### config.mk
export PLATFORM = sky130hd
export DESIGN_NAME = uart_tx
export DESIGN_NICKNAME = d
export VERILOG_FILES = /design/src/rtl/uart_tx.sv
export SDC_FILE = /design/constraint.sdc
export NUM_CORES = 1
export LEC_CHECK = 0
export CORE_MARGIN = 1
export CORE_UTILIZATION = 60
export CTS_BUF_LIST = sky130_fd_sc_hd__clkbuf_16
export DETAILED_ROUTE_END_ITERATION = 8
export GPL_TIMING_DRIVEN = 0
export PLACE_DENSITY = 0.87
export SLEW_MARGIN = 40
export SYNTH_ARGS = -nofsm -noshare
export SYNTH_HDL_FRONTEND = slang
export SYNTH_SLANG_ARGS = --single-unit
export TNS_END_PERCENT = 10
### constraint.sdc
create_clock -name clkin -period 3.5 [get_ports clkin]
set_input_delay 1.05 -clock clkin [delete_from_list [all_inputs] [get_ports clkin]]
set_output_delay 1.05 -clock clkin [all_outputs]
set_load 0.02 [all_outputs]
### src/rtl/uart_tx.sv
// rtl/uart_tx.sv - memory-mapped 8N1 UART transmitter with byte FIFO and sticky overflow
module uart_tx #(
  parameter int DIVISOR = 434,
  parameter int DEPTH   = 4
) (
  input  logic       clkin,
  input  logic       reset,
  input  logic       wr_en,
  input  logic [7:0] wr_data,
  input  logic       ovf_clr,
  output logic       tx,
  output logic       full,
  output logic       busy,
  output logic       ovf
);

  localparam int PW = $clog2(DEPTH);
  localparam int CW = PW + 1;
  localparam logic [CW-1:0] DEPTH_C   = CW'(DEPTH);
  localparam logic [15:0]   BAUD_LAST = 16'(DIVISOR - 1);

  typedef enum logic [1:0] {IDLE, START, DATA, STOP} state_t;

  state_t        state, state_n;
  logic [15:0]   baud, baud_n;
  logic [2:0]    idx, idx_n;
  logic [7:0]    shift, shift_n;
  logic          tx_n;

  logic [7:0]    mem [DEPTH];
  logic [PW-1:0] rd_ptr, wr_ptr;
  logic [CW-1:0] count;

  logic          push, pop, drop, bit_end;

  // A write is dropped whenever the FIFO was full before the edge, even if a pop frees a slot that cycle.
  assign full    = (count == DEPTH_C);
  assign push    = wr_en & ~full;
  assign drop    = wr_en & full;
  assign bit_end = (baud == BAUD_LAST);
  assign busy    = (state != IDLE) || (count != '0);

  // Next-state, serializer datapath and FIFO pop decision.
  always_comb begin
    state_n = state;
    baud_n  = baud;
    idx_n   = idx;
    shift_n = shift;
    tx_n    = tx;
    pop     = 1'b0;
    case (state)
      IDLE: begin
        tx_n = 1'b1;
        if (count != '0) begin
          pop     = 1'b1;
          shift_n = mem[rd_ptr];
          tx_n    = 1'b0;
          baud_n  = '0;
          state_n = START;
        end
      end
      START: begin
        if (bit_end) begin
          baud_n  = '0;
          tx_n    = shift[0];
          idx_n   = '0;
          state_n = DATA;
        end else begin
          baud_n = baud + 16'd1;
        end
      end
      DATA: begin
        if (bit_end) begin
          baud_n = '0;
          if (idx == 3'd7) begin
            tx_n    = 1'b1;
            state_n = STOP;
          end else begin
            shift_n = {1'b0, shift[7:1]};
            tx_n    = shift[1];
            idx_n   = idx + 3'd1;
          end
        end else begin
          baud_n = baud + 16'd1;
        end
      end
      STOP: begin
        if (bit_end) begin
          baud_n = '0;
          // Chain straight into the next start bit so back-to-back frames have no idle gap.
          if (count != '0) begin
            pop     = 1'b1;
            shift_n = mem[rd_ptr];
            tx_n    = 1'b0;
            state_n = START;
          end else begin
            tx_n    = 1'b1;
            state_n = IDLE;
          end
        end else begin
          baud_n = baud + 16'd1;
        end
      end
      default: begin
        tx_n    = 1'b1;
        state_n = IDLE;
      end
    endcase
  end

  // FSM and serializer registers; reset returns the line high immediately, abandoning any frame.
  always_ff @(posedge clkin or negedge reset) begin
    if (!reset) begin
      state <= IDLE;
      baud  <= '0;
      idx   <= '0;
      shift <= '0;
      tx    <= 1'b1;
    end else begin
      state <= state_n;
      baud  <= baud_n;
      idx   <= idx_n;
      shift <= shift_n;
      tx    <= tx_n;
    end
  end

  // FIFO storage; contents need no reset because count gates every read.
  always_ff @(posedge clkin) begin
    if (push) mem[wr_ptr] <= wr_data;
  end

  // FIFO pointers and occupancy; power-of-two depth lets pointers wrap naturally.
  always_ff @(posedge clkin or negedge reset) begin
    if (!reset) begin
      rd_ptr <= '0;
      wr_ptr <= '0;
      count  <= '0;
    end else begin
      if (push) wr_ptr <= wr_ptr + PW'(1);
      if (pop)  rd_ptr <= rd_ptr + PW'(1);
      case ({push, pop})
        2'b10:   count <= count + CW'(1);
        2'b01:   count <= count - CW'(1);
        default: count <= count;
      endcase
    end
  end

  // Sticky overflow; a drop in the same cycle as a clear wins.
  always_ff @(posedge clkin or negedge reset) begin
    if (!reset) begin
      ovf <= 1'b0;
    end else if (drop) begin
      ovf <= 1'b1;
    end else if (ovf_clr) begin
      ovf <= 1'b0;
    end
  end

endmodule

# [After elaboration in Yosys (flattened, before gate mapping)]
# Memory sizes are Yosys's and may differ from the RTL's.
# Index checks and enable logic that the tools add are counted.
[classes] n_lt_le_gt_ge=0 n_bitwise=3 addsub=6 muxes=33 mul=0 shift=0 reduce_logical=13 eq_ne=14 n_div=0
[op_table] cell="$mux W16" n=2
[op_table] cell="$mux W8" n=4
[op_table] cell="$pmux W16 S2" n=1
[op_table] cell="$pmux W8 S3" n=1
[op_table] cell="$add A16 B1 Y16 const B" n=1
[op_table] cell="$eq A16 B9 Y1 const B" n=1
[op_table] cell="$mux W1" n=12
[op_table] cell="$ne A2 B2 Y1 const B" n=6
[op_table] cell="$pmux W3 S2" n=2
[op_table] cell="$mux W2" n=5
[op_table] cell="$mux W3" n=3
[op_table] cell="$pmux W2 S4" n=1
[op_table] cell="$reduce_and A4 Y1" n=2
[op_table] cell="$reduce_bool A2 Y1" n=4
[op_table] cell="$add A3 B1 Y3 const B" n=2
[op_table] cell="$eq A2 B2 Y1 const B" n=3
[op_table] cell="$eq A3 B3 Y1 const B" n=2
[op_table] cell="$reduce_bool A3 Y1" n=2
[op_table] cell="$reduce_and A5 Y1" n=1
[op_table] cell="$add A2 B1 Y2 const B" n=2
[op_table] cell="$eq A2 B1 Y1 const B" n=2
[op_table] cell="$pmux W1 S4" n=1
[op_table] cell="$reduce_and A3 Y1" n=1
[op_table] cell="$reduce_or A3 Y1" n=1
[op_table] cell="6 further kinds" n=7
[totals] ff_bits=38 out_inout_bits=4 mem_count=1 ramBits=32 mem_bits_ro=0 input_bits=12 word_cells=79 latchBits=0
[mem_list] memory="mem" depth=4 word_bits=8 read_ports=1 rd_clocked_by_memory_dff=0 write_ports=1 line="30" rtl="logic [7:0] mem [DEPTH];"

# [Logic depth before layout (Yosys ltp)]
# Gate-level depths: netlist of run 1.
[logic_depth] depth_word=6 mapped_depth=13 mapped_depth_nobuf=12

# [Least setup slack after synthesis of run 1]
# No wires, ideal clock.
[synth_path] kind="register to output" start="register state[0]" end="output busy" path_stages_with_launch=8 n_path_buf=3 path_slack_ns=0.845 t_arrival_ns=1.605 cell_sequence="dfrtp_1 inv_1 ha_1 clkbuf_1 and2_0 buf_2 inv_1 clkbuf_1"
[synth_between] elab_chain_len=2
[synth_rtl] item="from (decl)" line="24" rtl="state_t state, state_n;"
[synth_rtl] item="from (signal assigned)" line="120" rtl="state <= state_n;"
[synth_rtl] item="$reduce_bool A2 Y1" line="41" rtl="assign busy = (state != IDLE) || (count != '0);"
[synth_rtl] item="$logic_or A1 B1 Y1" line="41"
[synth_rtl] item="to (decl)" line="13" rtl="output logic busy,"
# No other way between the ends.

# [Worst setup path after layout of run 1]
# Same ends and word-level chain as after synthesis.

==> results of run 1 <==
cell families after synthesis:
group           synth area share, %
compound gates                12.27
xor+xnor                      1.244
fa+ha+maj                     5.901
buf+inv                       3.555
flops                         54.35
mux                           8.887
simple gates                  13.79
power groups by stage:
stage | Clock [mW] | Combinational [mW] | Sequential, mW
3_5_place_dp | 0 | 1.24 | 1.25
5_1_grt | 1.02 | 1.40 | 1.27
3_3_place_gp | 0 | 1.15 | 1.23
4_1_cts | 0.989 | 1.27 | 1.25
6_report | 0.982 | 1.28 | 1.25
2_1_floorplan | 0 | 0.939 | 1.22
critical path: cells and delay by family (launching register included):
| family | cells | cell delay, ns |
|---|---|---|
| simple gates | 1 | 0.15 |
| flops | 1 | 0.45 |
| fa+ha+maj | 1 | 0.32 |
| buf+inv | 4 | 1.04 |
metrics by stage:
stage | hold slack [ns] | power [mW] | cell area, sq um
after global routing | 0.5197 | 3.688 | 4078
final | 0.4925 | 3.514 | 4078
after global placement | 0.4732 | 2.382 | 3760
after floorplan | 0.4585 | 2.156 | 3520
after detailed placement | 0.4847 | 2.492 | 3757
after CTS | 0.4977 | 3.504 | 4078
state kept, by name (all words and copies together) (netlist names):
name    cells
tx          1
count       3
shift       8
wr_ptr      2
rd_ptr      2
baud       16
idx         3
ovf         1
state       2
mem        32
layout make-up:
type / count / share of cell area, %
tap: 72 / 2.209
clock inverter: 7 / 2.393
clock buffer: 9 / 5.523
multi-input combinational: 189 / 36.39
buffer: 13 / 1.504
sequential: 70 / 46.92
timing repair buffer: 15 / 3.590
inverter: 15 / 1.473
placed cells by master (no fill, tap or decap), types with 9 or more instances in the layout:
cell type and instances:
sky130_fd_sc_hd__dfrtp_1 37, sky130_fd_sc_hd__clkdlybuf4s50_1 13, sky130_fd_sc_hd__inv_1 15, sky130_fd_sc_hd__edfxtp_1 32, sky130_fd_sc_hd__clkbuf_16 9, sky130_fd_sc_hd__a31oi_1 14
sky130_fd_sc_hd__mux2_2 9, sky130_fd_sc_hd__o21ai_0 10, sky130_fd_sc_hd__ha_1 14, sky130_fd_sc_hd__nand2_1 30
what timing repair did:
item                                    4_1_cts  5_1_grt
endpoints found under the setup margin        1        0
resized for setup                             3        0
hold endpoints to repair                      0        0
layer usage:
metal  global-route usage [%]  vias to the layer above
met2                    44.35                      146
met1                    35.73                     1242
met4                    10.93                        0
li1                         -                     1136
met3                    6.744                       23
met5                        0                        -
final timing paths:
check,slack (ns),depth (start not counted),endpoint
setup / recovery,0.14,6,busy
min in group asynchronous,0.68,1,idx[2]$_DFFE_PN0P_
setup reg to reg,0.56,13,count[2]$_DFFE_PN0P_
hold reg to reg,0.49,1,shift[6]$_DFFE_PN0P_
max in group asynchronous,2.45,1,tx$_DFFE_PN1P_
hold / removal,0.49,1,shift[6]$_DFFE_PN0P_
==> results.cfg, run 1 <==
[setup_path]
crit_required_ns = 2.45
path_cells = inv_1 -> ha_2 -> and2_0 -> buf_2 -> clkinvlp_4 -> dlygate4sd2_1
timing.critical_path.slowest_cell_delay_ns = 0.45
cp.arrival_ns = 2.31
critPathLaunch = state[0]$_DFFE_PN0P_
critical_path.reg2reg.startpoint = baud[1]$_DFFE_PN0N_
criticalPathCategory = reg2out
worst_setup_ep_type = primary output
critical_path_peak_fanout = 13
slowest_stage = sky130_fd_sc_hd__dfrtp_1
worst_setup_path_start_kind = flop

[sta]
report.final.hold_viol_count = 0
period_share_pct = 95.88
slew-limit-headroom_pct = 62.44
worst-slew-pin-transition_ns = 0.5634
timing.setup.tns_ns = 0
final_skew_ns = 0.006312
setup_repair_after_global_routing_missed_its_margin = false
final-max-slew-violation-count = 0
finalWorstSetupSlack_ns = 0.1441
fin_crit_ns = 3.356
max_freq_ghz = 0.2980
final-setup-viol-count = 0

[synth]
synth_top_area_share_pct = 27.30
synth.most_common_cell = sky130_fd_sc_hd__dfrtp_1
synth_common_cells = sky130_fd_sc_hd__dfrtp_1, sky130_fd_sc_hd__edfxtp_1, sky130_fd_sc_hd__nand2_1
synth_fp_nets = 317
count_of_warnings_emitted_by_yosys = 0
synthDominantAreaCellType = sky130_fd_sc_hd__edfxtp_1
synth.yosys.seq_area_share_pct = 54.35
synth.distinct_cells = 57
synth-edff-count = 32
synth_area_leaders = sky130_fd_sc_hd__edfxtp_1, sky130_fd_sc_hd__dfrtp_1, sky130_fd_sc_hd__ha_1, sky130_fd_sc_hd__mux4_2, sky130_fd_sc_hd__nand2_1
cells_after_synth = 289
synth.avg_cell_area_sq_um = 12.18
async_flop_share_pct = 54.29
post_synth_instance_area_sq_um = 3520
synth-seq-cells = 70
synth-main-ff-cell = sky130_fd_sc_hd__dfrtp_1

[drt]
wl_met3_um = 511
drtPass1Iterations = 8
drtAntennaViolNets = 0
avgRoutedWirePerCell_um = 19.44
drt_iter0_markers = 339
top_routing_layer_in_use = met4
drt-vias-per-instance = 6.531
totalWireLength_um = 7582
met2WireLength_um = 3751
met1Wirelength_um = 3131
total_vias_in_the_final_route = 2547
drc = 0

[die]
start_util_pct = 63.14
pin_count = 16
core-area_sq_um = 5574
die_w_um = 78.59
die_area_sq_um = 6176
rows = 27
fp.dieH_um = 78.59

[power]
power_switching_share_pct = 34.98
pwr_density_cell_nw_per_um2 = 861.7
switchingPower_mw = 1.229
combinationalPowerShare_pct = 36.5
internal_portion_of_total_power_mw = 2.285
p_leak_nw = 1.740
worst_ir_drop_vdd_mv = 0.6195
power.sequential.fraction_pct = 35.5
power_frac_clock_pct = 28.0

[clocking]
clock_tree_from_tritoncts = built
post_cts.repair.setup_buffers = 0
clock_tree.root_cell = sky130_fd_sc_hd__clkbuf_16
ctsLongestPathBuffers = 2
number_of_buffers_created_by_cts = 9
clkTransAtPathRegs_ns = 0.06
count_of_clock_tree_sinks = 70
clock_tree.htree_level_count = 3
clock_insertion_delay_worst_skew_ns = 0.33
cts.hold.buffers_added = 0

[final_layout]
utilization_pct = 73.15
fillCellCount = 358
drive_above_1_share_pct = 17.30
multiInputGateArea_sq_um = 1484
final_cell_count_no_fill = 390
area.growth.synth_to_final_pct = 15.85
sequential_cell_area_sq_um = 1913
antenna_cell_count = 0
finish.net_count = 341

[global_route]
groute.usage.overall_pct = 27.49
number_of_antenna_violations_at_the_first_check_in_global_routing = 0
grt_first_pass_wirelength_um = 12340
number_of_global_route_vias_before_repair = 2430
globalRoute.totalOverflow = 0
grt_start_max_net_pins = 39

[flow_run]
max-cap-violations = 0

[placement]
post-place-ws_ns = -0.1114
place.detailed.hpwl_um = 4889
globalplace.congestion = 0.8352
placement.io_buffers = 15
dp_cells = 376

[worst_hold_path]
hold_wc_startpoint = shift[6]$_DFFE_PN0P_
hold_class = reg2reg

[status]
status = completed
Note: power is estimated with default switching activity, not from simulation.
==> inputs of run 2 (changes only) <==
--- a/config.mk
+++ b/config.mk
@@ -6,11 +6,11 @@
 export NUM_CORES = 1
 export LEC_CHECK = 0
 export CORE_MARGIN = 1
-export CORE_UTILIZATION = 60
-export CTS_BUF_LIST = sky130_fd_sc_hd__clkbuf_16
+export CORE_UTILIZATION = 62
+export CTS_BUF_LIST = sky130_fd_sc_hd__clkbuf_8
 export DETAILED_ROUTE_END_ITERATION = 8
 export GPL_TIMING_DRIVEN = 0
-export PLACE_DENSITY = 0.87
+export PLACE_DENSITY = 0.89
 export SLEW_MARGIN = 40
 export SYNTH_ARGS = -nofsm -noshare
 export SYNTH_HDL_FRONTEND = slang
==> run 2 against run 1 <==
  * Utilization down 1.4 points
  * Non-clock buffer count did not move
  * Clock-buffer cell count is the same
  * Register-to-register slack lost 0.06 ns
  * Sequential share of layout area increased by 1.8 points
==> results.cfg, run 2 (same netlist as run 1, synthesis figures left out) <==
[final_layout]
antenna_cell_count = 0
max_reg_flops = 32
area.growth.synth_to_final_pct = 11.62
reg_top3 = mem x32, baud x16, shift x8
final_cell_mix = sky130_fd_sc_hd__dfrtp_1, sky130_fd_sc_hd__edfxtp_1, sky130_fd_sc_hd__nand2_1
finish.net_count = 341
layout_commonest_cell = sky130_fd_sc_hd__dfrtp_1
drive_above_1_share_pct = 17.30
fillCellCount = 374
final_cell_count_no_fill = 390
registers.top_by_ff_count = mem

[drt]
avgRoutedWirePerCell_um = 17.66
drtAntennaViolNets = 0
total_vias_in_the_final_route = 2436
drc = 0
drtPass1Iterations = 4
drt_iter0_markers = 283
drt-vias-per-instance = 6.246
totalWireLength_um = 6889

[clocking]
clock_insertion_delay_worst_skew_ns = 0.36
clock_tree.htree_level_count = 3
clock_tree.root_cell = sky130_fd_sc_hd__clkbuf_8
cts.hold.buffers_added = 0
clkTransAtPathRegs_ns = 0.07
number_of_buffers_created_by_cts = 9
clock_tree_from_tritoncts = built
ctsLongestPathBuffers = 2
cts_repair_resize_count = 3
post_cts.repair.setup_buffers = 0
count_of_clock_tree_sinks = 70

[sta]
final-setup-viol-count = 0
slew-limit-headroom_pct = 59.67
setup_repair_after_global_routing_missed_its_margin = false
final-max-slew-violation-count = 0
max_freq_ghz = 0.2989
report.final.hold_viol_count = 0
period_share_pct = 95.58
finalWorstSetupSlack_ns = 0.1547
worst-slew-pin-transition_ns = 0.6049
final_skew_ns = 0.007674
fin_crit_ns = 3.345

[flow_run]
max-cap-violations = 0

[placement]
post-place-ws_ns = -0.04893
dp_cells = 376
place.detailed.hpwl_um = 4711
placement.io_buffers = 15
globalplace.congestion = 0.8031

[setup_path]
cp.arrival_ns = 2.30
crit_required_ns = 2.45
critPathTopFamily = buffers and inverters
critical_path_peak_fanout = 13
rr_endpoint = count[2]$_DFFE_PN0P_
r2r.worst_path.cells = 13
worst_setup_ep_type = primary output
worst_setup_path_start_kind = flop
path_cells = inv_1 -> ha_2 -> and2_0 -> buf_2 -> clkinvlp_4 -> dlygate4sd2_1
timing.critical_path.slowest_cell_delay_ns = 0.45
path_buf_inv = 4
critical_path.reg2reg.startpoint = baud[1]$_DFFE_PN0N_
slowest_stage = sky130_fd_sc_hd__dfrtp_1
criticalPathCategory = reg2out
reg2reg_slack_ns = 0.50

[global_route]
groute.usage.overall_pct = 25.49
grt_start_max_net_pins = 39
grt_first_pass_wirelength_um = 11440
number_of_global_route_vias_before_repair = 2421
globalRoute.totalOverflow = 0
number_of_antenna_violations_at_the_first_check_in_global_routing = 0

[worst_hold_path]
hold-path-cell-count = 1
hold_wc_startpoint = shift[6]$_DFFE_PN0P_
min_delay_worst_endpoint = shift[6]$_DFFE_PN0P_
hold_class = reg2reg

[die]
die_area_sq_um = 5982
die_w_um = 77.35
rows = 27
pin_count = 16
core-area_sq_um = 5473
fp.dieH_um = 77.35
start_util_pct = 64.31

[status]
status = completed

[power]
worst_ir_drop_vdd_mv = 0.6548
p_leak_nw = 1.665
pwr_density_cell_nw_per_um2 = 780.0
-- run 2: per-layer routing --
layer / GRT usage (%) / wire length (um) / vias up
met5: 0 / 0 / -
met3: 4.118 / 320 / 16
met2: 42.12 / 3458 / 85
li1: - / - / 1132
met1: 32.65 / 2961 / 1203
met4: 13.02 / 149 / 0
-- run 2: worst max-delay path by stage --
stage / from / to / slack, ns / cells past startpoint
finish: state[0]$_DFFE_PN0P_ / busy / 0.15 / 6
global route: state[0]$_DFFE_PN0P_ / busy / 0.09 / 6
CTS: state[0]$_DFFE_PN0P_ / busy / 0.18 / 6
detailed placement: state[0]$_DFFE_PN0P_ / busy / -0.05 / 8
global placement: state[0]$_DFFE_PN0P_ / busy / -0.02 / 8
floorplan: state[0]$_DFFE_PN0P_ / busy / 0.85 / 7
-- run 2: cell type report --
class	instances	area (sq um)	area share (%)
Buffer	13	61.31	1.561
Clock buffer	9	123.9	3.153
Multi-Input combinational cell	189	1484	37.77
Clock inverter	7	50.05	1.274
Tap cell	72	90.09	2.293
Timing Repair Buffer	15	146.4	3.726
Sequential cell	70	1913	48.69
Inverter	15	60.06	1.529
-- run 2: worst reg2reg max path, cell delays in order (launching register included) --
cell                      delay [ns]
sky130_fd_sc_hd__dfrtp_1        0.40
sky130_fd_sc_hd__inv_1          0.08
sky130_fd_sc_hd__ha_1           0.14
sky130_fd_sc_hd__nor4b_4        0.35
sky130_fd_sc_hd__and4_1         0.24
sky130_fd_sc_hd__buf_2          0.20
sky130_fd_sc_hd__a21oi_1        0.10
sky130_fd_sc_hd__nor3_1         0.26
sky130_fd_sc_hd__ha_1           0.25
sky130_fd_sc_hd__inv_1          0.07
sky130_fd_sc_hd__fa_1           0.38
sky130_fd_sc_hd__xor2_1         0.16
sky130_fd_sc_hd__nor2_1         0.13
sky130_fd_sc_hd__xor2_1         0.17
-- run 2: where the power goes --
part,switching [mW],total (mW),internal (mW)
combinational,0.696,1.25,0.555
clock,0.320,0.578,0.257
sequential,0.140,1.24,1.10
-- run 2: through the flow --
stage | setup TNS [ns] | hold slack (ns) | total power [mW] | util [%] | instance area, sq um
2_1_floorplan | 0 | 0.4585 | 2.156 | - | 3520
3_3_place_gp | -0.01873 | 0.4735 | 2.384 | 68.70 | 3760
3_5_place_dp | -0.04893 | 0.4751 | 2.470 | 68.66 | 3757
4_1_cts | 0 | 0.4920 | 3.059 | 71.79 | 3929
5_1_grt | 0 | 0.5344 | 3.257 | 71.79 | 3929
6_report | 0 | 0.4872 | 3.065 | 71.79 | 3929
==> inputs of run 3 (changes only) <==
--- a/config.mk
+++ b/config.mk
@@ -5,12 +5,12 @@
 export SDC_FILE = /design/constraint.sdc
 export NUM_CORES = 1
 export LEC_CHECK = 0
-export CORE_MARGIN = 1
 export CORE_UTILIZATION = 62
 export CTS_BUF_LIST = sky130_fd_sc_hd__clkbuf_8
 export DETAILED_ROUTE_END_ITERATION = 8
 export GPL_TIMING_DRIVEN = 0
 export PLACE_DENSITY = 0.89
+export SKIP_LAST_GASP = 1
 export SLEW_MARGIN = 40
 export SYNTH_ARGS = -nofsm -noshare
 export SYNTH_HDL_FRONTEND = slang
==> results of run 3 <==
Final layout, timing and power as in run 2 (identical DEF).
